<file path="src/rtl/sim_progress_monitor.sv">
// sim_progress_monitor
//
// Multi-hart progress monitor that sits beside the simulated SoC in a
// simulation top. It counts cycles and retired instructions per hart from the
// ROB commit lanes. Lanes flagged as walk do not count as retirement. It also
// detects per-hart commit stalls and produces a periodic snapshot of the
// counters for the top to print.
//
// Optional feature: define SIM_PROGRESS_IPC_EN to add the report_window output.
// report_window holds the total commits over all harts during the report
// interval that ends at each report edge. When the macro is undefined, the port
// and its accumulator are absent.
//
// Ports:
//   clock          in   system clock
//   reset          in   asynchronous, active-high reset
//   clear          in   synchronous clear of counters, timers, flags and FSM
//   commit_valid   in   lane valids, hart h at [h*COMMIT_WIDTH +: COMMIT_WIDTH]
//   commit_is_walk in   per hart: current lanes are a walk, not retirement
//   cycle_count    out  cycles since reset/clear
//   instr_count    out  retired instructions per hart, hart h at [h*CNT_W +: CNT_W]
//   stuck          out  sticky per-hart stall flags
//   fatal          out  one-cycle pulse on the first stall
//   state          out  FSM state: 0 RUN, 1 STUCK
//   report_valid   out  one-cycle report pulse
//   report_cycle   out  cycle_count snapshot
//   report_instr   out  instr_count snapshot
//   report_window  out  (SIM_PROGRESS_IPC_EN only) commits in the last interval

module sim_progress_monitor #(
  parameter int NUM_HARTS       = 1,
  parameter int COMMIT_WIDTH    = 6,
  parameter int CNT_W           = 64,
  parameter int STUCK_LIMIT     = 5000,
  parameter int REPORT_INTERVAL = 10000
) (
  input  logic                         clock,
  input  logic                         reset,
  input  logic                         clear,
  input  logic [NUM_HARTS*COMMIT_WIDTH-1:0] commit_valid,
  input  logic [NUM_HARTS-1:0]         commit_is_walk,
  output logic [CNT_W-1:0]             cycle_count,
  output logic [NUM_HARTS*CNT_W-1:0]   instr_count,
  output logic [NUM_HARTS-1:0]         stuck,
  output logic                         fatal,
  output logic [1:0]                   state,
  output logic                         report_valid,
  output logic [CNT_W-1:0]             report_cycle,
  output logic [NUM_HARTS*CNT_W-1:0]   report_instr
`ifdef SIM_PROGRESS_IPC_EN
  , output logic [CNT_W-1:0]           report_window
`endif
);

  localparam int CW = $clog2(COMMIT_WIDTH + 1);
  localparam int TW = $clog2(STUCK_LIMIT + 2);
  localparam int RW = $clog2(REPORT_INTERVAL);

  // Each timer saturates one step past the limit. The step from the limit to
  // the saturation value is the edge that raises the stuck flag.
  localparam logic [TW-1:0] TIMER_EDGE    = TW'(STUCK_LIMIT);
  localparam logic [TW-1:0] TIMER_SAT     = TW'(STUCK_LIMIT + 1);
  localparam logic [RW-1:0] INTERVAL_LOAD = RW'(REPORT_INTERVAL - 1);

  typedef enum logic [1:0] {
    RUN   = 2'd0,
    STUCK = 2'd1
  } state_t;

  state_t                             state_q, state_d;
  logic                               fatal_d;
  logic [NUM_HARTS-1:0][CW-1:0]       commits;
  logic [NUM_HARTS-1:0][CNT_W-1:0]    instr_q, instr_d;
  logic [NUM_HARTS-1:0][TW-1:0]       timer_q, timer_d;
  logic [NUM_HARTS-1:0]               stuck_q;
  logic [NUM_HARTS-1:0]               set_bits;
  logic [CNT_W-1:0]                   cycle_q, cycle_d;
  logic [CNT_W-1:0]                   total_commits;
  logic [RW-1:0]                      interval_q;
  logic                               report_due;
  logic                               report_valid_q;
  logic [CNT_W-1:0]                   report_cycle_q;
  logic [NUM_HARTS-1:0][CNT_W-1:0]    report_instr_q;

  // Qualify each hart's lanes. Walk cycles contribute no commits, even when
  // their lanes are valid.
  always_comb begin
    commits = '0;
    for (int h = 0; h < NUM_HARTS; h++) begin
      if (!commit_is_walk[h]) begin
        for (int l = 0; l < COMMIT_WIDTH; l++) begin
          commits[h] = commits[h] + CW'(commit_valid[h*COMMIT_WIDTH + l]);
        end
      end
    end
  end

  // Next counter values. These values also feed the report snapshot, so a
  // report carries the counts written on its own edge.
  always_comb begin
    cycle_d       = cycle_q + CNT_W'(1);
    total_commits = '0;
    instr_d       = instr_q;
    for (int h = 0; h < NUM_HARTS; h++) begin
      instr_d[h]    = instr_q[h] + CNT_W'(commits[h]);
      total_commits = total_commits + CNT_W'(commits[h]);
    end
  end

  // Stall timers. A qualified commit always wins over saturation on the same
  // edge, so a hart that commits just in time never raises its flag.
  always_comb begin
    timer_d  = timer_q;
    set_bits = '0;
    for (int h = 0; h < NUM_HARTS; h++) begin
      if (commits[h] != '0) begin
        timer_d[h] = '0;
      end else begin
        if (timer_q[h] == TIMER_EDGE) begin
          set_bits[h] = 1'b1;
        end
        if (timer_q[h] != TIMER_SAT) begin
          timer_d[h] = timer_q[h] + TW'(1);
        end
      end
    end
  end

  // The down-counter reaches zero on the edge where cycle_count becomes a
  // multiple of the interval. Because it never looks at cycle_count, report
  // timing does not depend on counter wrap.
  assign report_due = (interval_q == '0);

  // FSM next state. Only the first stall after reset or clear fires fatal. In
  // STUCK, later harts that stall update their own flags and nothing else.
  always_comb begin
    state_d = state_q;
    fatal_d = 1'b0;
    case (state_q)
      RUN: begin
        if (|set_bits) begin
          state_d = STUCK;
          fatal_d = 1'b1;
        end
      end
      STUCK: begin
        state_d = STUCK;
      end
      default: begin
        state_d = RUN;
      end
    endcase
  end

  // FSM state register and the fatal pulse, which is registered alongside the
  // stuck flag.
  always_ff @(posedge clock or posedge reset) begin
    if (reset) begin
      state_q <= RUN;
      fatal   <= 1'b0;
    end else if (clear) begin
      state_q <= RUN;
      fatal   <= 1'b0;
    end else begin
      state_q <= state_d;
      fatal   <= fatal_d;
    end
  end

  // Cycle and per-hart instruction counters. Both wrap freely.
  always_ff @(posedge clock or posedge reset) begin
    if (reset) begin
      cycle_q <= '0;
      instr_q <= '0;
    end else if (clear) begin
      cycle_q <= '0;
      instr_q <= '0;
    end else begin
      cycle_q <= cycle_d;
      instr_q <= instr_d;
    end
  end

  // Stall timers and sticky flags. Later commits do not lower a flag.
  always_ff @(posedge clock or posedge reset) begin
    if (reset) begin
      timer_q <= '0;
      stuck_q <= '0;
    end else if (clear) begin
      timer_q <= '0;
      stuck_q <= '0;
    end else begin
      timer_q <= timer_d;
      stuck_q <= stuck_q | set_bits;
    end
  end

  // Report interval counter and the snapshot registers. The snapshot holds
  // until the next report, and reports keep running in the STUCK state.
  always_ff @(posedge clock or posedge reset) begin
    if (reset) begin
      interval_q     <= INTERVAL_LOAD;
      report_valid_q <= 1'b0;
      report_cycle_q <= '0;
      report_instr_q <= '0;
    end else if (clear) begin
      interval_q     <= INTERVAL_LOAD;
      report_valid_q <= 1'b0;
      report_cycle_q <= '0;
      report_instr_q <= '0;
    end else begin
      report_valid_q <= report_due;
      if (report_due) begin
        interval_q     <= INTERVAL_LOAD;
        report_cycle_q <= cycle_d;
        report_instr_q <= instr_d;
      end else begin
        interval_q     <= interval_q - RW'(1);
      end
    end
  end

`ifdef SIM_PROGRESS_IPC_EN
  logic [CNT_W-1:0] window_acc_q;
  logic [CNT_W-1:0] window_sum;

  // The window includes the commits of the report edge itself. The
  // accumulator then restarts at zero for the next interval.
  assign window_sum = window_acc_q + total_commits;

  always_ff @(posedge clock or posedge reset) begin
    if (reset) begin
      window_acc_q  <= '0;
      report_window <= '0;
    end else if (clear) begin
      window_acc_q  <= '0;
      report_window <= '0;
    end else if (report_due) begin
      window_acc_q  <= '0;
      report_window <= window_sum;
    end else begin
      window_acc_q  <= window_sum;
    end
  end
`else
  // Without the window accumulator, the total commit count feeds nothing.
  logic unused_total;
  assign unused_total = ^total_commits;
`endif

  assign cycle_count  = cycle_q;
  assign instr_count  = instr_q;
  assign stuck        = stuck_q;
  assign state        = state_q;
  assign report_valid = report_valid_q;
  assign report_cycle = report_cycle_q;
  assign report_instr = report_instr_q;

endmodule

</file>
<file path="config.mk">
export PLATFORM = sky130hd
export DESIGN_NAME = sim_progress_monitor
export DESIGN_NICKNAME = d
export VERILOG_FILES = /design/src/rtl/sim_progress_monitor.sv
export SDC_FILE = /design/constraint.sdc
export NUM_CORES = 1
export LEC_CHECK = 0
export CAP_MARGIN = 25
export CORE_MARGIN = 4
export CORE_UTILIZATION = 47
export CTS_CLUSTER_SIZE = 10
export DETAILED_ROUTE_END_ITERATION = 10
export PLACE_DENSITY = 0.77
export SETUP_SLACK_MARGIN = 0.05
export SYNTH_ARGS = -nofsm -noshare
export SYNTH_HDL_FRONTEND = slang
export SYNTH_SLANG_ARGS = --single-unit
</file>
<file path="constraint.sdc">
create_clock -name clock -period 9.45 [get_ports clock]
set_input_delay 1.89 -clock clock [delete_from_list [all_inputs] [get_ports clock]]
set_output_delay 1.89 -clock clock [all_outputs]
set_load 0.03 [all_outputs]
</file>
==> results.json, run 1 <==
{
  "drt-vias-per-instance": 5.863,
  "synth-seq-cells": 287,
  "dpl.hpwl_um": 28960,
  "pre_cts_ws_ns": 2.463,
  "drive_above_1_share_pct": 5.580,
  "grt_pass1_vias": 11479,
  "peakVddDrop_v": 0.0001099,
  "ios": 271,
  "synth_cell_types": 50,
  "grt.total_usage_pct": 25.43,
  "gp_congestion": 0.9047,
  "tightest_slew_ns": 1.014,
  "overflow": 0,
  "synth-main-ff-cell": "dfrtp_1",
  "post_cts_buffers": 0,
  "fin_crit_ns": 6.542,
  "fp.coreArea_sq_um": 28010,
  "synth_cells": 1355,
  "cp_cell_sequence": "clkdlybuf4s50_1, fa_1, inv_1, fa_1, inv_1, ha_1, fa_1, nand2b_1, inv_1, ha_1, nand3_1, a211oi_1, nand4_1, or4_1, a311oi_1",
  "clk_latency_ns": 0.51,
  "syn-cell-area_sq_um": 13480,
  "syn-num-nets": 1378,
  "diodes": 0,
  "drt-total-wl_um": 40730,
  "hold_viol_final": 0,
  "ctsResizeCount": 0,
  "layout_common_cells": "dfrtp_1, clkdlybuf4s50_1, nor2_1",
  "die_x_um": 177.4,
  "yosys_warnings": 0,
  "cp-end-kind": "flip-flop",
  "drtPass1Iterations": 5,
  "crit_path_top_delay_cell": "a211oi_1",
  "fillCellCount": 2308,
  "crit_required_ns": 9.85,
  "seq_area_frac_synth_pct": 53.34,
  "tns_ns": 0,
  "cp_data_arrival_time_ns": 6.95,
  "clock_skew_ns": 0.01403,
  "max_stage_delay_ns": 0.79,
  "slew_headroom_pct": 32.37,
  "clkTransAtPathRegs_ns": 0.05,
  "vias": 11674,
  "path_class": "in2reg",
  "rsz0062_at_grt": "no",
  "path_buf_inv": 4,
  "antenna_found_initial": 0,
  "setup_viol": 0,
  "tritoncts": "yes",
  "rows": 61,
  "drv_cap": 0,
  "ctsHoldBuffers": 0,
  "slew_viol_final": 0,
  "status": "finished, final reports clean",
  "startpoint_type": "input pin",
  "drc": 0,
  "dieHeight_um": 177.4,
  "synth-async-reset-ratio_pct": 100.0,
  "seqCellArea_sq_um": 7192,
  "htreeDepth": 2,
  "finalNetCount": 1621,
  "drt-initial-drc-count": 871,
  "grt_max_degree": 107,
  "synth_edf_count": 0,
  "power_density_nw_per_um2": 150.2,
  "hold_class": "reg2reg",
  "p_leak_uw": 0.006852,
  "layout_setup_ws_ns": 2.908,
  "cts_root_buf": "clkbuf_16",
  "avgSynthCellArea_sq_um": 9.951,
  "final_common_cell": "dfrtp_1",
  "dieArea_sq_um": 31460,
  "cp_top_family": "adder cells",
  "multi_input_area_sq_um": 5891,
  "port_buffers": 269,
  "area_delta_synth_final_pct": 30.14,
  "final_min_period_over_clock_period_pct": 69.23,
  "grt_pass1_wl_um": 64290,
  "clockBufferDepth": 3,
  "cts_made_buffers": 35,
  "wire_per_inst_um": 20.46,
  "ant_nets": 0,
  "crit_fanout": 12,
  "clock-sinks": 287,
  "fmaxAchievable_ghz": 0.1529,
  "start_util_pct": 48.14
}
cell type report:
cell class | instances | area share, %
clock buffers | 51 | 5.747
repair buffers | 283 | 16.19
inverters | 29 | 0.6417
multi-input cells | 962 | 33.57
well taps | 378 | 2.695
flip-flops and latches | 287 | 40.98
clock inverters | 1 | 0.1711
cells by family after synthesis:
family | share of synthesized area [%]
mux | 0.8351
fa+ha+maj | 1.429
compound gates | 12.04
other cells | 0.02781
buf+inv | 2.997
flops | 53.34
simple gates | 22.90
xor+xnor | 6.430
cell usage after synthesis (3+ instances only):
cell / count / area [sq um]
and4_1: 18 / 157.7
o21bai_1: 23 / 172.7
nand3b_1: 9 / 67.56
and3_1: 17 / 106.4
nor2_1: 203 / 762.0
or2_2: 4 / 25.02
xnor2_1: 59 / 516.8
o31ai_1: 31 / 232.7
fa_1: 4 / 80.08
a311oi_1: 20 / 175.2
a21oi_1: 55 / 275.3
and2_1: 5 / 31.28
or3_1: 29 / 181.4
nor2b_1: 8 / 50.05
dfrtp_1: 279 / 6982
dfstp_2: 8 / 210.2
nand2b_1: 6 / 37.54
nor4_1: 26 / 162.7
xor2_1: 40 / 350.3
or3_2: 3 / 22.52
nand4_1: 56 / 350.3
or4_1: 41 / 307.8
clkbuf_1: 72 / 270.3
inv_1: 29 / 108.9
a211oi_1: 61 / 457.9
mux2_2: 10 / 112.6
a31oi_1: 23 / 143.9
nand2_1: 73 / 274.0
ha_1: 9 / 112.6
nor3_1: 21 / 105.1
nand3_1: 61 / 305.3
o21ai_0: 30 / 150.1
sequential cells by signal, indices dropped and copies added (netlist names):
register	flops
interval_q	14
fatal	1
state	1
report_instr	64
timer_q	13
instr_count	64
report_valid	1
cycle_count	64
stuck	1
report_cycle	64
routing by layer:
metal,GRT usage [%],share of wire (%),vias up,wire (um)
li1,-,-,5426,-
met1,32.79,40,5712,16400
met2,41.84,48,458,19690
met3,7.499,8.7,78,3535
met4,7.606,2.7,0,1103
met5,0,0,-,0
path summary, 6_finish.rpt:
path / from / to / slack [ns] / depth (start not counted)
max: commit_valid[0] / report_instr[63]$_DFFE_PP0P_ / 2.91 / 15
min: interval_q[0]$_DFF_PP1_ / interval_q[0]$_DFF_PP1_ / 0.46 / 1
max reg2reg: interval_q[4]$_DFF_PP0_ / report_cycle[36]$_DFFE_PP0P_ / 5.82 / 7
min reg2reg: interval_q[0]$_DFF_PP1_ / interval_q[0]$_DFF_PP1_ / 0.46 / 1
max in group asynchronous: reset / report_instr[24]$_DFFE_PP0P_ / 5.97 / 4
min in group asynchronous: reset / report_cycle[11]$_DFFE_PP0P_ / 2.02 / 3
per-stage QoR:
stage,util (%),instance area [sq um],std cells,power [uW],hold WS [ns]
finish,62.65,17550,1991,2636,0.4577
global route,62.65,17550,1991,2726,0.4758
CTS,62.45,17490,1989,2663,0.4608
detailed placement,58.74,16450,1937,1409,0.4485
global placement,58.74,16450,1937,1405,0.4413
floorplan,-,13490,1355,1359,0.4355
power breakdown:
part / internal (uW) / total [uW] / switching [uW] / leakage, uW
clock network: 757 / 1250 / 491 / 0.000505
logic: 41.3 / 137 / 95.4 / 0.00237
registers: 1240 / 1250 / 11.8 / 0.00398
total: 2040 / 2640 / 598 / 0.00685
(Power assumes the default switching activity.)
==> run 2: changes to the inputs <==
clock period = 5.3 ns   (was 9.45 ns; I/O delays follow)
==> run 2 against run 1 <==
Compared with the run above: core utilization rose by 0.49 points; total power rose by 77%; combinational power is 80% higher; flip-flop and latch count unchanged; global-route usage is 0.17 points higher.
==> results.json, run 2 (same netlist as run 1, synthesis figures left out) <==
{
  "status": "finished, final reports clean",
  "startpoint_type": "input pin",
  "crit_required_ns": 5.70,
  "cts_root_buf": "clkbuf_16",
  "vias": 11684,
  "cp-end-kind": "flip-flop",
  "r2r_end": "report_cycle[46]$_DFFE_PP0P_",
  "drt-vias-per-instance": 5.807,
  "dieArea_sq_um": 31460,
  "ctsResizeCount": 0,
  "drtPass1Iterations": 5,
  "clock-sinks": 287,
  "fin_crit_ns": 4.950,
  "dieHeight_um": 177.4,
  "hold_class": "reg2reg",
  "cp-endpoint": "report_instr[56]$_DFFE_PP0P_",
  "layout_setup_ws_ns": 0.3501,
  "drc": 0,
  "clockBufferDepth": 3,
  "finalNetCount": 1639,
  "cp_data_arrival_time_ns": 5.35,
  "slew_headroom_pct": 36.40,
  "fp.coreArea_sq_um": 28010,
  "ant_nets": 0,
  "cts_made_buffers": 35,
  "ios": 271,
  "drv_cap": 0,
  "whs_path_depth": 1,
  "clk_latency_ns": 0.51,
  "hold_viol_final": 0,
  "p_leak_uw": 0.006934,
  "tns_ns": 0,
  "drt-initial-drc-count": 911,
  "setup_viol": 0,
  "crit_fanout": 3,
  "htreeDepth": 2,
  "ctsHoldBuffers": 0,
  "start_util_pct": 48.14,
  "final_min_period_over_clock_period_pct": 93.39,
  "tightest_slew_ns": 0.9539,
  "grt.total_usage_pct": 25.60,
  "post-route-util_pct": 63.14,
  "power_density_nw_per_um2": 263.1,
  "port_buffers": 269,
  "grt_max_degree": 198,
  "path_class": "in2reg",
  "post_cts_buffers": 0,
  "clkTransAtPathRegs_ns": 0.05,
  "peakVddDrop_v": 0.0002770,
  "slew_viol_final": 0,
  "r2r_cells": 5,
  "pre_cts_ws_ns": -0.1307,
  "grt_pass1_vias": 11687,
  "drive_above_1_share_pct": 6.548,
  "antenna_found_initial": 0,
  "grt_pass1_wl_um": 64720,
  "r2r_slack_ns": 2.04,
  "clock_skew_ns": 0.01197,
  "rows": 61,
  "tritoncts": "yes",
  "diodes": 0,
  "area_delta_synth_final_pct": 31.16,
  "final_common_cell": "dfrtp_1",
  "overflow": 0,
  "dpl.hpwl_um": 28600,
  "worstHoldStart": "interval_q[0]$_DFF_PP1_",
  "die_x_um": 177.4,
  "layout_common_cells": "dfrtp_1, clkdlybuf4s50_1, nor2_1",
  "startpoint": "commit_valid[0]",
  "gp_congestion": 0.9140,
  "wire_per_inst_um": 20.17,
  "reg2reg_from": "cycle_count[5]$_DFF_PP0_",
  "fmaxAchievable_ghz": 0.2020,
  "rsz0062_at_grt": "no",
  "drt-total-wl_um": 40590,
  "fillCellCount": 2309
}
-- run 2: changes by cell type in the layout (fill, tap and decap cells not counted) --
| cell | delta |
|---|---|
| bufinv_16 | -1 |
| clkbuf_1 | +4 |
| buf_4 | +16 |
| buf_12 | +3 |
| buf_16 | -1 |
-- run 2: how the worst min path moves through the flow --
stage | to | slack (ns)
final | interval_q[0]$_DFF_PP1_ | 0.46
after global routing | interval_q[0]$_DFF_PP1_ | 0.48
after CTS | interval_q[0]$_DFF_PP1_ | 0.46
after detailed placement | interval_q[0]$_DFF_PP1_ | 0.45
after global placement | fatal$_DFF_PP0_ | 0.44
after floorplan | interval_q[0]$_DFF_PP1_ | 0.44
-- run 2: area by class of cell --
class / instances / area, sq um / share of cell area, %
sequential: 287 / 7192 / 40.67
multi-input combinational: 962 / 5891 / 33.31
timing repair buffer: 301 / 2994 / 16.93
clock buffer: 55 / 1023 / 5.787
tap: 378 / 473.0 / 2.674
inverter: 29 / 112.6 / 0.6367
-- run 2: routing by layer --
metal	vias to the layer above	share of wire [%]	routed length (um)	track usage [%]
met1	5699	41	16680	33.18
met4	0	2.7	1107	7.219
met3	79	8.7	3530	7.414
met2	440	47	19270	42.26
met5	-	0	0	0
li1	5466	-	-	-
-- run 2: through the flow --
step | hold WS, ns | total power [uW] | instance area (sq um) | instances
2_1_floorplan | 0.4355 | 2423 | 13490 | 1355
3_3_place_gp | 0.4433 | 2513 | 16630 | 1956
3_5_place_dp | 0.4499 | 2517 | 16630 | 1956
4_1_cts | 0.4627 | 4699 | 17660 | 2011
5_1_grt | 0.4782 | 4812 | 17690 | 2012
6_report | 0.4597 | 4653 | 17690 | 2012
-- run 2: worst max-delay path: stages --
cell and delay [ns]:
clkdlybuf4s50_1 0.43, fa_1 0.53, inv_1 0.05, fa_1 0.47
inv_1 0.04, ha_1 0.18, fa_1 0.47, nand2b_1 0.09
fa_1 0.44, nand2b_1 0.23, a211o_1 0.34, or3_1 0.30
or4_1 0.43, a311oi_1 0.27
-- run 2: power breakdown --
part           internal [uW]  switching [uW]
sequential              2210            18.3
clock                   1310             868
combinational           80.3             166
total                   3600            1050
